==> config.mk <==
export PLATFORM = sky130hd
export DESIGN_NAME = row_pack_flat
export DESIGN_NICKNAME = d
export VERILOG_FILES = /design/src/rtl/row_pack_if.sv /design/src/rtl/row_pack.sv /design/src/flat_wrapper.sv
export SDC_FILE = /design/constraint.sdc
export NUM_CORES = 1
export LEC_CHECK = 0
export CAP_MARGIN = 20
export CORE_MARGIN = 4
export CORE_UTILIZATION = 54
export CTS_BUF_LIST = sky130_fd_sc_hd__clkbuf_8 sky130_fd_sc_hd__clkbuf_16
export CTS_CLUSTER_DIAMETER = 120
export DETAILED_ROUTE_END_ITERATION = 6
export PLACE_DENSITY_LB_ADDON = 0.25
export SLEW_MARGIN = 20
export SYNTH_ARGS = -nofsm -noshare
export SYNTH_HDL_FRONTEND = slang
export SYNTH_SLANG_ARGS = --single-unit
export TNS_END_PERCENT = 5
==> constraint.sdc <==
create_clock -name clk -period 3.6 [get_ports clk]
set_clock_uncertainty 0.05 [all_clocks]
set_input_delay 0.54 -clock clk [delete_from_list [all_inputs] [get_ports clk]]
set_output_delay 0.54 -clock clk [all_outputs]
set_load 0.02 [all_outputs]
==> src/rtl/row_pack_if.sv <==
// Sample-in / row-out bundle for row_pack.
// master: the side that produces samples and consumes rows.
// slave: row_pack itself.
interface row_pack_if #(
  parameter int QW = 12
);
  logic [QW-1:0]       s_data;
  logic                s_valid;
  logic                s_hold;
  logic [7:0][QW-1:0]  q;        // q[i] is column i, each element two's complement
  logic [2:0]          q_cnt;
  logic                q_valid;
  logic                q_hold;

  modport master (
    output s_data, s_valid, q_hold,
    input  s_hold, q, q_cnt, q_valid
  );

  modport slave (
    input  s_data, s_valid, q_hold,
    output s_hold, q, q_cnt, q_valid
  );
endinterface

==> src/rtl/row_pack.sv <==
// Purpose: packs a row-major serial stream of 8x8 blocks into 8-wide rows using ping-pong row buffers.
// Latency: q_valid one cycle after column 7 of a row is accepted; q driven straight from buffer registers.
// Backpressure: s_hold rises only when both buffers hold complete rows, from registered state only.
// Option: define ROW_PACK_LEVEL_SHIFT_EN to store s_data[7:0]-128 (pixel level shift) instead of s_data.
module row_pack #(
  parameter int QW = 12
) (
  input  logic clk,
  input  logic reset,
  row_pack_if.slave io
);

  localparam logic [1:0] ST_EMPTY = 2'd0;
  localparam logic [1:0] ST_FILL  = 2'd1;
  localparam logic [1:0] ST_CMPL  = 2'd2;

  // Buffer bookkeeping: per-buffer state and row tag, plus fill/output pointers.
  logic [1:0][1:0] st_q, st_d;
  logic [1:0][2:0] tag_q, tag_d;
  logic [2:0]      fill_col_q, fill_col_d;
  logic [2:0]      in_row_q, in_row_d;
  logic [2:0]      out_row_q, out_row_d;
  logic            fill_sel_q, fill_sel_d;
  logic            out_sel_q, out_sel_d;

  // Row data, deliberately without reset.
  logic [7:0][QW-1:0] row_q [2];
  logic [7:0][QW-1:0] row_d [2];

  logic [QW-1:0] sample;
  logic          hold;
  logic          out_vld;
  logic          accept;
  logic          xfer;

`ifdef ROW_PACK_LEVEL_SHIFT_EN
  logic [8:0] shifted;
  // Unsigned pixel recentred around zero; upper input bits are ignored.
  assign shifted = {1'b0, io.s_data[7:0]} - 9'd128;
  assign sample  = {{(QW-9){shifted[8]}}, shifted};
`else
  assign sample  = io.s_data;
`endif

  // Hold depends only on registered state, so there is no s_valid -> s_hold path.
  assign hold    = (st_q[0] == ST_CMPL) && (st_q[1] == ST_CMPL);
  assign out_vld = (st_q[out_sel_q] == ST_CMPL);
  assign accept  = io.s_valid && !hold;
  assign xfer    = out_vld && !io.q_hold;

  assign io.s_hold  = hold;
  assign io.q_valid = out_vld;
  assign io.q       = row_q[out_sel_q];
  // Tag and output row counter agree because rows leave in acceptance order;
  // the counter covers the idle case where no buffer is complete.
  assign io.q_cnt   = out_vld ? tag_q[out_sel_q] : out_row_q;

  // Next-state: row transfer frees the output buffer, sample acceptance fills the other one.
  // The two never touch the same buffer: the fill buffer is never COMPLETE while hold is low.
  always_comb begin
    st_d       = st_q;
    tag_d      = tag_q;
    fill_col_d = fill_col_q;
    in_row_d   = in_row_q;
    out_row_d  = out_row_q;
    fill_sel_d = fill_sel_q;
    out_sel_d  = out_sel_q;
    row_d      = row_q;

    if (xfer) begin
      st_d[out_sel_q] = ST_EMPTY;
      out_sel_d       = !out_sel_q;
      out_row_d       = out_row_q + 3'd1;
    end

    if (accept) begin
      row_d[fill_sel_q][fill_col_q] = sample;
      st_d[fill_sel_q]              = ST_FILL;
      fill_col_d                    = fill_col_q + 3'd1;
      if (fill_col_q == 3'd7) begin
        st_d[fill_sel_q]  = ST_CMPL;
        tag_d[fill_sel_q] = in_row_q;
        in_row_d          = in_row_q + 3'd1;
        fill_sel_d        = !fill_sel_q;
      end
    end
  end

  // Control state with asynchronous clear; discards any partial or complete rows.
  always_ff @(posedge clk or posedge reset) begin
    if (reset) begin
      st_q       <= '0;
      tag_q      <= '0;
      fill_col_q <= '0;
      in_row_q   <= '0;
      out_row_q  <= '0;
      fill_sel_q <= 1'b0;
      out_sel_q  <= 1'b0;
    end else begin
      st_q       <= st_d;
      tag_q      <= tag_d;
      fill_col_q <= fill_col_d;
      in_row_q   <= in_row_d;
      out_row_q  <= out_row_d;
      fill_sel_q <= fill_sel_d;
      out_sel_q  <= out_sel_d;
    end
  end

  // Row data registers; content is meaningless until its buffer is COMPLETE.
  always_ff @(posedge clk) begin
    row_q <= row_d;
  end

endmodule

==> src/flat_wrapper.sv <==
// flat-port wrapper written by rule: the top's interface ports become plain ports
module row_pack_flat 
#(
  parameter int QW = 12
)
  (clk, reset, io_s_data, io_s_valid, io_q_hold, io_s_hold, io_q, io_q_cnt, io_q_valid);
  row_pack_if #(.QW(QW)) io_i ();
  input  logic clk;
  input  logic reset;
  input wire logic [$bits(io_i.s_data)-1:0] io_s_data;
  input wire logic [$bits(io_i.s_valid)-1:0] io_s_valid;
  input wire logic [$bits(io_i.q_hold)-1:0] io_q_hold;
  output wire logic [$bits(io_i.s_hold)-1:0] io_s_hold;
  output wire logic [$bits(io_i.q)-1:0] io_q;
  output wire logic [$bits(io_i.q_cnt)-1:0] io_q_cnt;
  output wire logic [$bits(io_i.q_valid)-1:0] io_q_valid;
  assign io_i.s_data = io_s_data;
  assign io_i.s_valid = io_s_valid;
  assign io_i.q_hold = io_q_hold;
  assign io_s_hold = io_i.s_hold;
  assign io_q = io_i.q;
  assign io_q_cnt = io_i.q_cnt;
  assign io_q_valid = io_i.q_valid;
  row_pack #(.QW(QW)) u_core (.clk(clk), .reset(reset), .io(io_i));
endmodule
==> results of run 1 <==
[flip-flops by register name (all words and copies together) (netlist names)]
| register | flops |
|---|---|
| u_core.fill_col_q | 3 |
| u_core.fill_sel_q | 1 |
| u_core.in_row_q | 3 |
| u_core.out_row_q | 3 |
| u_core.out_sel_q | 1 |
| u_core.row_q | 192 |
| u_core.st_q | 4 |
| u_core.tag_q | 6 |
[how the worst max path moves through the flow]
stage	depth (start not counted)	start	slack [ns]	endpoint
floorplan	3	u_core.st_q[2]	0.96	u_core.row_q[12]
global placement	3	u_core.out_sel_q	0.78	io_q[63]
detailed placement	3	u_core.out_sel_q	0.74	io_q[74]
CTS	3	u_core.out_sel_q	0.22	io_q[74]
global route	3	u_core.out_sel_q	0.15	io_q[95]
finish	3	u_core.out_sel_q	0.25	io_q[95]
[cell type report]
class,count,share of cell area [%]
clock buffer,21,5.13
sequential,213,61.4
multi-input combinational,170,17.3
inverter,5,0.207
tap,184,2.25
clock inverter,16,1.13
timing repair buffer,133,12.6
[worst max-delay path, cell delays in order (launching register included)]
cell and delay (ns):
dfrtp_4 0.90, buf_4 0.41, mux2_2 0.38, clkdlybuf4s50_1 0.55
[Yosys cell counts]
cell type,instances,share of area [%]
a21oi_1,2,0.12
nor2_1,6,0.28
buf_1,1,0.046
buf_2,12,0.74
o21ai_1,1,0.062
xnor2_1,3,0.33
nor3_4,1,0.20
and3_1,2,0.15
nor4b_1,3,0.33
nand4bb_4,1,0.34
nand2b_1,3,0.23
dfrtp_1,21,6.5
nor3b_4,1,0.23
xor2_1,3,0.33
mux2_4,3,0.56
nor3b_1,2,0.19
inv_1,4,0.19
nor3_1,10,0.62
mux2_2,109,15
o21ai_0,1,0.062
and4bb_2,1,0.15
edfxtp_1,192,71
o21bai_1,1,0.093
clkbuf_1,2,0.093
o31ai_1,1,0.093
o21ba_2,1,0.12
a31o_2,1,0.11
inv_4,1,0.077
nand3b_1,2,0.19
nor4_1,2,0.15
ha_1,4,0.62
nand3_1,1,0.062
nand2_1,5,0.23
[power groups by stage]
| stage | logic (uW) | clock network (uW) | registers [uW] |
|---|---|---|---|
| floorplan | 1570 | 0 | 3160 |
| global placement | 2400 | 0 | 3350 |
| detailed placement | 2450 | 0 | 3370 |
| CTS | 2470 | 2050 | 3320 |
| global route | 2570 | 2170 | 3360 |
| finish | 2430 | 2020 | 3320 |
[metal layers]
layer	vias up	GRT usage, %	wire (um)
li1	1851	-	-
met1	2077	26.3	6450
met2	125	32.0	8230
met3	17	3.64	1020
met4	0	3.99	171
met5	-	0	0
[through the flow]
stage	std cells	instance area, um2	total power [uW]	hold WS [ns]
6_report	742	10300	7770	0.432
5_1_grt	742	10300	8110	0.467
4_1_cts	742	10300	7840	0.434
3_5_place_dp	705	9610	5820	0.422
3_3_place_gp	705	9610	5750	0.413
2_1_floorplan	403	8080	4730	0.393
[logic make-up (layout without fill, tap and decap cells)]
| group | after synthesis | in the layout | synth area share (%) |
|---|---|---|---|
| compound gates | 8 | 8 | 0.666 |
| xor+xnor | 6 | 6 | 0.650 |
| fa+ha+maj | 4 | 4 | 0.619 |
| buf+inv | 20 | 175 | 1.15 |
| flops | 213 | 213 | 77.8 |
| mux | 112 | 112 | 15.7 |
| simple gates | 40 | 40 | 3.36 |
==> out/metrics.cfg, run 1 <==
[floorplanning]
rows=44
core_area_um2=14600
start_util_pct=55.4
die_w_um=130
die_h_um=130
die_area_um2=17000
io_pins=117

[sta]
period_needed_ns=3.35
tightest_slew_ns=0.813
fin_setup_tns_ns=0
hold_viol=0
finalSetupViolCount=0
drv_slew=0
period_share_pct=93.1
layout_setup_ws_ns=0.248
max_slew_margin_pct=45.7
rsz0062_at_grt=false
fmax_mhz=298

[setup_path]
ff2ff_setup_slack_ns=1.50
start_kind=flop
r2r_end=u_core.row_q[65]
cp_data_required_time_ns=3.01
reg2reg_depth=3
path_max_fanout=56
cp_data_arrival_time_ns=2.76
end_kind=output port
regToRegStartpoint=u_core.fill_col_q[2]
crit_type=flop to output port

[clock_tree]
clk_path_buf_depth=3
numCtsBuffers=21
clock_latency_ns=0.47
post_cts_buffers=0
cts.sinks=213
htreeDepth=1
cts_tree=done
cts.reportedPaths.clkPinSlew_ns=0.06
postCtsHoldBufs=0
post_cts_resized=0
cts_root_buf=clkbuf_16

[power]
p_per_area_nw_per_um2=758
clkPwrFrac_pct=26.0
p_comb_share_pct=31.3
p_int_uw=5470
swShare_pct=29.6
p_sw_uw=2300
vdd_drop_max_v=0.000469
power_frac_seq_pct=42.8
p_leak_uw=0.00355

[worst_hold_path]
min_path_cells=1
holdPathEnd=u_core.out_row_q[2]
holdCritPathClass=flop to flop
worstHoldStart=u_core.out_row_q[2]

[cells_and_area]
layout-drive-gt1-share_pct=31.7
mostFrequentLayoutCells=192 x edfxtp_1, 116 x clkdlybuf4s50_1, 109 x mux2_2
area_growth_syn_to_layout_pct=26.8
register_area_um2=6290
final_core_util_pct=70.3
nFillCells=895
nNetsFinal=564
diodes=0
final_common_cell=edfxtp_1
multi_input_area_um2=1780

[place]
io_buffers=116
gp_congestion=0.800
dpl.hpwl_mm=9.93
post-place-ws_ns=0.736

[global_route]
grt_max_degree=57
gr-total-overflow=0
grt_usage_pct=19.0
grt_pass1_vias=4274
antenna_found_initial=0
grt_pass1_wl_mm=24.3

[detailed_routing]
drtPass1Iterations=4
vias=4070
routedWlPerCell_um=21.4
drt_iter0_drc=278
ant_nets=0
route.detailed.drc=0
via_per_inst=5.49
drt-total-wl_mm=15.9

[run_status]
status=finished, final reports clean

[synthesis]
synth_seq_cells=213
mappedNetlistArea_um2=8080
synth.net_count=423
avgSynthCellArea_um2=20.1
syn_inst=403
yosys_warnings=0
synth_cell_types=33
ys_seq_area_share_pct=77.8

[flow_run]
cap_violations=0

Power figures use the tool's default switching activity.
==> run 2, diff against run 1 <==
Settings changed: SKIP_CTS_REPAIR_TIMING from default to 1.
==> results of run 2 <==
Same layout as run 1: the final DEF is identical, and so are final timing and power.
